$ cat src/rtl/mips_pkg.sv
// mips_pkg: shared widths, fetch FSM encodings and the NOP word for the fetch stage.
package mips_pkg;
    localparam int WORD_W = 32;
    localparam logic [1:0] ST_ISSUE = 2'd0;
    localparam logic [1:0] ST_WAIT  = 2'd1;
    localparam logic [1:0] ST_HOLD  = 2'd2;
    localparam logic [WORD_W-1:0] MIPS_NOP = 32'h0000_0000;
    function automatic logic [WORD_W-1:0] pc_plus4(input logic [WORD_W-1:0] pc);
        return pc + 32'd4;
    endfunction
endpackage

$ cat src/rtl/fetch_stage_if_id_reg.sv
// if_id_reg: IF/ID pipeline register; flush or bubble loads a NOP marked invalid, load captures a real instruction.
//   clk, rst           clock, synchronous active-high reset
//   i_load             capture i_instr/i_pc4 as a valid instruction
//   i_bubble, i_flush  capture NOP with i_pc4 as an invalid slot (flush wins over load)
//   o_instr/o_pc4/o_valid  register contents
module if_id_reg
    import mips_pkg::*;
#(
    parameter logic [WORD_W-1:0] NOP_INSTR = MIPS_NOP
) (
    input  logic              clk,
    input  logic              rst,
    input  logic              i_load,
    input  logic              i_bubble,
    input  logic              i_flush,
    input  logic [WORD_W-1:0] i_instr,
    input  logic [WORD_W-1:0] i_pc4,
    output logic [WORD_W-1:0] o_instr,
    output logic [WORD_W-1:0] o_pc4,
    output logic              o_valid
);
    always_ff @(posedge clk) begin
        if (rst) begin
            o_instr <= NOP_INSTR;
            o_pc4   <= '0;
            o_valid <= 1'b0;
        end else if (i_flush || i_bubble) begin
            o_instr <= NOP_INSTR;
            o_pc4   <= i_pc4;
            o_valid <= 1'b0;
        end else if (i_load) begin
            o_instr <= i_instr;
            o_pc4   <= i_pc4;
            o_valid <= 1'b1;
        end
    end
endmodule

$ cat src/rtl/fetch_stage.sv
// fetch_stage: PC, single-outstanding imem fetch FSM with hold buffer, and IF/ID register.
//   Inputs : clk, rst, PC_wr_en, IF_ID_wr_en, flush_flag, redirect_target, imem_ready, imem_rvalid, imem_rdata
//   Outputs: imem_req, imem_addr, IF_ID_instr, IF_ID_pc4, IF_ID_valid, IF_miss
//   FETCH_PERF_EN adds perf_fetch_cnt, perf_bubble_cnt, perf_squash_cnt (saturating).
module fetch_stage
    import mips_pkg::*;
#(
    parameter logic [WORD_W-1:0] RESET_PC  = 32'h0000_0000,
    parameter logic [WORD_W-1:0] NOP_INSTR = MIPS_NOP
) (
    input  logic              clk,
    input  logic              rst,
    input  logic              PC_wr_en,
    input  logic              IF_ID_wr_en,
    input  logic              flush_flag,
    input  logic [WORD_W-1:0] redirect_target,
    output logic              imem_req,
    output logic [WORD_W-1:0] imem_addr,
    input  logic              imem_ready,
    input  logic              imem_rvalid,
    input  logic [WORD_W-1:0] imem_rdata,
    output logic [WORD_W-1:0] IF_ID_instr,
    output logic [WORD_W-1:0] IF_ID_pc4,
    output logic              IF_ID_valid,
    output logic              IF_miss
`ifdef FETCH_PERF_EN
    ,
    output logic [WORD_W-1:0] perf_fetch_cnt,
    output logic [WORD_W-1:0] perf_bubble_cnt,
    output logic [WORD_W-1:0] perf_squash_cnt
`endif
);
    logic [1:0]        r_state;
    logic [WORD_W-1:0] r_pc;
    logic [WORD_W-1:0] r_hold;
    logic              r_squash;
    logic [1:0]        w_state_nxt;
    logic              w_squash_nxt;
    logic              w_adv;
    logic              w_resp;
    logic              w_drop;
    logic              w_deliver;
    logic              w_bubble;
    logic [WORD_W-1:0] w_instr;
    logic [WORD_W-1:0] w_pc4;
    always_comb begin
        w_adv     = PC_wr_en && IF_ID_wr_en;
        w_resp    = (r_state == ST_WAIT) && imem_rvalid;
        // a response for a request issued before a redirect is never delivered
        w_drop    = w_resp && (r_squash || flush_flag);
        w_deliver = !flush_flag && w_adv && ((w_resp && !r_squash) || (r_state == ST_HOLD));
        w_bubble  = IF_ID_wr_en && !w_deliver;
        w_instr   = (r_state == ST_HOLD) ? r_hold : imem_rdata;
        w_pc4     = pc_plus4(r_pc);
        w_state_nxt =
            (r_state == ST_ISSUE) ? (imem_ready ? ST_WAIT : ST_ISSUE) :
            (r_state == ST_WAIT)  ? (imem_rvalid ? ((w_drop || w_adv) ? ST_ISSUE : ST_HOLD) : ST_WAIT) :
            (r_state == ST_HOLD)  ? ((flush_flag || w_adv) ? ST_ISSUE : ST_HOLD) : ST_ISSUE;
        // squash marks an in-flight request whose address was overtaken by a redirect
        w_squash_nxt =
            (r_state == ST_ISSUE) ? (flush_flag && imem_ready) :
            (r_state == ST_WAIT)  ? (!imem_rvalid && (r_squash || flush_flag)) : 1'b0;
    end
    assign imem_req  = !rst && (r_state == ST_ISSUE);
    assign imem_addr = r_pc;
    assign IF_miss   = w_bubble;
    always_ff @(posedge clk) begin
        if (rst) begin
            r_state  <= ST_ISSUE;
            r_pc     <= RESET_PC;
            r_squash <= 1'b0;
            r_hold   <= '0;
        end else begin
            r_state  <= w_state_nxt;
            r_squash <= w_squash_nxt;
            r_pc     <= flush_flag ? (redirect_target & 32'hFFFF_FFFC) : w_deliver ? w_pc4 : r_pc;
            if (w_resp) r_hold <= imem_rdata;
        end
    end
    if_id_reg #(.NOP_INSTR(NOP_INSTR)) u_if_id (
        .clk      (clk),
        .rst      (rst),
        .i_load   (w_deliver),
        .i_bubble (w_bubble),
        .i_flush  (flush_flag),
        .i_instr  (w_instr),
        .i_pc4    (w_pc4),
        .o_instr  (IF_ID_instr),
        .o_pc4    (IF_ID_pc4),
        .o_valid  (IF_ID_valid)
    );
`ifdef FETCH_PERF_EN
    always_ff @(posedge clk) begin
        if (rst) begin
            perf_fetch_cnt  <= '0;
            perf_bubble_cnt <= '0;
            perf_squash_cnt <= '0;
        end else begin
            if (w_deliver && perf_fetch_cnt != '1) perf_fetch_cnt <= perf_fetch_cnt + 32'd1;
            if ((flush_flag || w_bubble) && perf_bubble_cnt != '1) perf_bubble_cnt <= perf_bubble_cnt + 32'd1;
            if (w_drop && perf_squash_cnt != '1) perf_squash_cnt <= perf_squash_cnt + 32'd1;
        end
    end
`endif
endmodule

$ cat config.mk
export PLATFORM = sky130hd
export DESIGN_NAME = fetch_stage
export DESIGN_NICKNAME = d
export VERILOG_FILES = /design/src/rtl/mips_pkg.sv /design/src/rtl/fetch_stage_if_id_reg.sv /design/src/rtl/fetch_stage.sv
export SDC_FILE = /design/constraint.sdc
export NUM_CORES = 1
export LEC_CHECK = 0
export ABC_AREA = 1
export CELL_PAD_IN_SITES_DETAIL_PLACEMENT = 2
export CELL_PAD_IN_SITES_GLOBAL_PLACEMENT = 2
export CORE_MARGIN = 10
export CORE_UTILIZATION = 36
export DETAILED_ROUTE_END_ITERATION = 10
export DONT_BUFFER_PORTS = 1
export PLACE_DENSITY_LB_ADDON = 0.1
export SYNTH_ARGS = -nofsm -noshare
export SYNTH_HDL_FRONTEND = slang
export SYNTH_HIERARCHICAL = 1
export SYNTH_SLANG_ARGS = --single-unit
$ cat constraint.sdc
create_clock -name clk -period 4.5 [get_ports clk]
set_clock_uncertainty 0.15 [all_clocks]
set_input_delay 0.9 -clock clk [delete_from_list [all_inputs] [get_ports clk]]
set_output_delay 0.9 -clock clk [all_outputs]
set_load 0.01 [all_outputs]
## Word level (Yosys, flattened, before mapping)

Index checks and enable logic that the tools add are counted.

- Add/subtract/negate cells: 1
- Equality and inequality tests: 2
- Mux-type cells: 14
- Reductions and logical operators: 25

Operator list:

| operator | count |
|---|---|
| 2-to-1 mux 32 bit | 5 |
| adder 32 x 3 -> 32 bit, second input constant | 1 |
| 2-to-1 mux 2 bit | 6 |
| logical AND 1 bit | 10 |
| zero test 1 bit | 5 |
| logical OR 1 bit | 5 |
| nonzero test 2 bit | 2 |
| OR reduction 2 bit | 2 |
| 2-to-1 mux 1 bit | 3 |
| equality test 2 x 1 -> 1 bit, second input constant | 1 |
| equality test 2 bit, second input constant | 1 |
| zero test 2 bit | 1 |

- Flip-flop bits (word level): 132
- Input port bits: 71
- Output and inout port bits: 99

## Depth between registers and ports, before layout

- Word-level depth: 9
- Gate-level depth with buffers: 12

## Modules after synthesis

The synthesis kept the hierarchy.

Modules (own cells, without submodules):

| module | instances | cells an instance | area an instance (um2) | seq. area each (um2) |
|---|---|---|---|---|
| fetch_stage | 1 | 647 | 3961.3 | 1301.2 |
| if_id_reg | 1 | 354 | 2641.3 | 1301.2 |

## Worst setup path after synthesis

No wires, ideal clock.

- Kind: input port to output port
- Start point: input port flush_flag
- End point: output port IF_miss
- Arrival time: 1722 ps
- Slack: 1728 ps
- Stages: 6
- Buffers on the path: 2
- Path through: clkbuf_1 > nor2_1 > inv_2 > a21oi_4 > buf_4 > nor2_1

- Longest elaborated chain between the ends: 5

Ends and longest elaborated chain:

| element | RTL line | text |
|---|---|---|
| start, declared | fetch_stage.sv:15 | `input logic flush_flag,` |
| zero test 1 bit | fetch_stage.sv:51 | `w_deliver = !flush_flag && w_adv && ((w_resp && !r_squash) \|\| (r_state == ST_HOLD));` |
| logical AND 1 bit (2 in series) | fetch_stage.sv:51 |  |
| via w_deliver | fetch_stage.sv:42 | `logic w_deliver;` |
| zero test 1 bit | fetch_stage.sv:52 | `w_bubble = IF_ID_wr_en && !w_deliver;` |
| logical AND 1 bit | fetch_stage.sv:52 |  |
| end, declared | fetch_stage.sv:25 | `output logic IF_miss` |

The timed path passes the listed nets, and every way through them passes these cells.

## Final worst setup path

- Start point: input port IF_ID_wr_en
- End point: register u_if_id.o_instr[2]

- Longest elaborated chain between the ends: 7

Ends and longest elaborated chain:

| element | RTL line | text |
|---|---|---|
| start, declared | fetch_stage.sv:14 | `input logic IF_ID_wr_en,` |
| logical AND 1 bit | fetch_stage.sv:47 | `w_adv = PC_wr_en && IF_ID_wr_en;` |
| logical AND 1 bit (2 in series) | fetch_stage.sv:51 |  |
| zero test 1 bit | fetch_stage.sv:52 |  |
| logical AND 1 bit (*) | fetch_stage.sv:52 |  |
| via IF_miss | fetch_stage.sv:25 |  |
| logical OR 1 bit (*) | fetch_stage_if_id_reg.sv:27 | `end else if (i_flush \|\| i_bubble) begin` |
| OR reduction 2 bit (no source line) (*) | n/a |  |
| end signal, assigned | fetch_stage_if_id_reg.sv:32 | `o_instr <= i_instr;` |
| end, declared | fetch_stage_if_id_reg.sv:18 | `output logic [WORD_W-1:0] o_instr,` |

The timed path passes the listed nets; every way through them passes the cells marked *.
A chain may end at the register's enable or synchronous reset.

==> impl_metrics.csv <==
group,metric,value,unit
outcome,outcome,"finished clean",
global_routing,grt_start_max_net_pins,97,
setup_path,reg2regPathDepth,8,
setup_path,regToRegEndpoint,"u_if_id/o_instr[2]",
timing,timing.setup.tns,0,ps
cts,cts_tree,"yes",
routing,detailedRoute.firstPassIterationCount,6,
timing,hold_viol_final,0,
cells_and_area,finish.utilization,40.0,%
routing,starting_drc_count_in_detailed_routing,237,
routing,wl_per_cell,20.5,µm
yosys,synth_top_flop_cell,"dfxtp_1",
power,vdd.ir_drop.worst,0.000255,V
cts,root_buffer,"clkbuf_16",
yosys,synthDominantAreaCellType,"dfxtp_1",
routing,drc,0,
yosys,number_of_enable_type_register_cells_in_the_synthesized_netlist,0,
die,floorplan.rows,49,
cells_and_area,final_nets,1041,
cells_and_area,area_growth_syn_to_layout,9.13,%
die,core-area,0.0180,mm²
setup_path,timing.critical_path.fanout_max,33,
global_routing,groute.layer.met3.usage,7.17,%
timing,slew_violations,0,
setup_path,worst-endpoint-required,4670,ps
global_routing,grt_remaining_overflow,0,
timing,timing.final.setup_violations,0,
setup_path,cp_data_arrival_time,2920,ps
cts,cts_htree_levels,4,
timing,worst_slew_margin,12.5,%
cts,clock_sinks,130,
power,powerDensity,406,mW/mm²
global_routing,overall_global_routing_resource_usage,20.3,%
hold_path,min-delay-start,"r_hold[19]",
routing,drtAntennaViolNets,0,
timing,fmax,0.363,GHz
routing,vias_per_cell,5.24,
hold_path,hold_depth,2,
global_routing,met1_track_usage_gr,19.7,%
timing,grt_setup_unrepaired,"false",
setup_path,setup.worst_path.class,"primary input to flop",
yosys,syn-instance-count,1001,
die,die-height,155,µm
timing,period_utilization,61.2,%
yosys,ys_top_cells_by_area,"dfxtp_1 39%, nand2_1 17%, a21oi_1 8.4%",
setup_path,critical_path.endpoint_type,"flop",
hold_path,hold_path.class,"flop to flop",
hold_path,min_delay_endpoint,"r_hold[19]",
die,floorplan.initialDensity,36.6,%
setup_path,cp-start-kind,"primary input",
cts,cts_hold_buf,0,
yosys,yosysWarningCount,6,
yosys,yosysSeqAreaShare,39.4,%
yosys,synth-async-reset-ratio,0,%
yosys,synth_seq_cells,130,
die,dieWidth,155,µm
global_routing,grt_pass1_wl,39000,µm
cells_and_area,post_route_cells_drive_above_1_share,7.13,%
timing,final.min_clock_period,2760,ps
yosys,synthTopCellsByCount,"293 x nand2_1, 130 x dfxtp_1, 120 x inv_1, 111 x a21oi_1, 82 x nor2_1",
global_routing,grt_antenna_before_repair,0,
yosys,synth_top_area_share,39.4,%
cells_and_area,n_antenna_cell,0,
global_routing,grt.busiest_layer,"met2",
setup_path,worst-r2r-setup-slack,1850,ps
timing,worstMarginPinSlew,1310,ps
place,dp_hpwl,17500,µm
yosys,avgSynthCellArea,6.60,µm²
cts,worstSkewPairLatency,420,ps
cts,cts_max_path_buffers,2,
cts,cts.clk_slew.worst_paths,60,ps
die,design.die.area,0.0242,mm²
yosys,yosysMostFrequentCell,"nand2_1",
place,gp_routability_congestion,0.864,
global_routing,grtUsageMet2,37.7,%
die,top_level_port_count,170,
setup_path,regToRegStartpoint,"r_state[0]",
cts,cts_buffers,17,
routing,via_count,6351,
cts,post_cts_buffers,0,
cts,post_cts_resize_count,0,
yosys,total_standard_cell_area_after_synthesis,0.00660,mm²
place,port-buffer-count,0,
power,totalPowerFinal,2.92,mW
global_routing,vias_in_the_first_global_route,7132,
routing,drt_total_wl,24900,µm
run,max-cap-violations,0,
power,static-leakage-power,2.92,nW
yosys,synth_cell_types,34,
## critical path, stage by stage
cell     delay (ps)
nand2_1          90
nor2_1          210
inv_2            70
a21oi_4         200
nor2_1          160
nor2_4          130
nand2_1         720
a21oi_1         410
## through the flow
stage                     instances  setup slack [ps]  hold WS (ps)  instance area [µm²]
after floorplan                1004              1730           274                 6610
after global placement         1179              1420           284                 6600
after detailed placement       1179              1260           295                 6600
after CTS                      1211              1680           305                 7210
after global routing           1211              1480           327                 7210
final                          1211              1740           300                 7210
## worst max path at each step
| stage | slack (ps) | to | cells after the start | from |
|---|---|---|---|---|
| floorplan | 1730 | IF_miss | 6 | flush_flag |
| detailed placement | 1260 | u_if_id/o_instr[20] | 8 | IF_ID_wr_en |
| finish | 1740 | u_if_id/o_instr[2] | 8 | IF_ID_wr_en |
| CTS | 1680 | u_if_id/o_instr[2] | 8 | IF_ID_wr_en |
| global placement | 1420 | u_if_id/o_instr[12] | 8 | IF_ID_wr_en |
| global route | 1480 | u_if_id/o_instr[29] | 8 | IF_ID_wr_en |
## routing by layer
layer	routed length (µm)	part of all wire [%]	vias to the layer above
met3	1800	7.2	39
met4	828	3.3	0
li1	-	-	3070
met1	9110	37	3103
met2	13100	53	139
met5	0	0	-
## area by class of cell
type                       count  area, µm²
clock buffer                  19        453
clock inverter                13        149
fill                        2215      10800
inverter                     124        468
multi-input combinational    692       3220
sequential                   130       2600
tap                          229        287
timing repair buffer           4       30.0
## where the power goes
group | total [mW] | internal [mW] | switching (mW)
clock network | 1.42 | 0.854 | 0.568
logic | 0.228 | 0.0745 | 0.153
registers | 1.27 | 1.20 | 0.0690
total | 2.92 | 2.13 | 0.790
## sequential cells by signal, indices dropped and copies added (netlist names)
| register | cells |
|---|---|
| imem_addr | 30 |
| r_squash | 1 |
| u_if_id/o_valid | 1 |
| r_state | 2 |
| u_if_id/o_instr | 32 |
| u_if_id/o_pc4 | 32 |
| r_hold | 32 |
## placed cells by master, fill, tap and decap left out, types with 4 or more instances in the layout
master	count
nor2_1	81
and2_1	8
dfxtp_1	130
nand2_2	5
o21ai_0	69
inv_1	120
xnor2_1	6
buf_4	4
a21oi_1	111
conb_1	4
o21bai_1	4
clkbuf_16	17
nand3_1	75
nor2_4	6
nand3b_1	4
a21oi_2	9
nand2_1	291
inv_6	4
## kinds of logic after synthesis
kind of cell	after synthesis	share of synthesized area, %
compound gates	198	16.0
xor+xnor	10	1.44
fa+ha+maj	1	0.189
buf+inv	182	12.2
flops	130	39.4
other cells	1	0.0568
simple gates	479	30.7
Note: power is estimated with default switching activity, not from simulation.
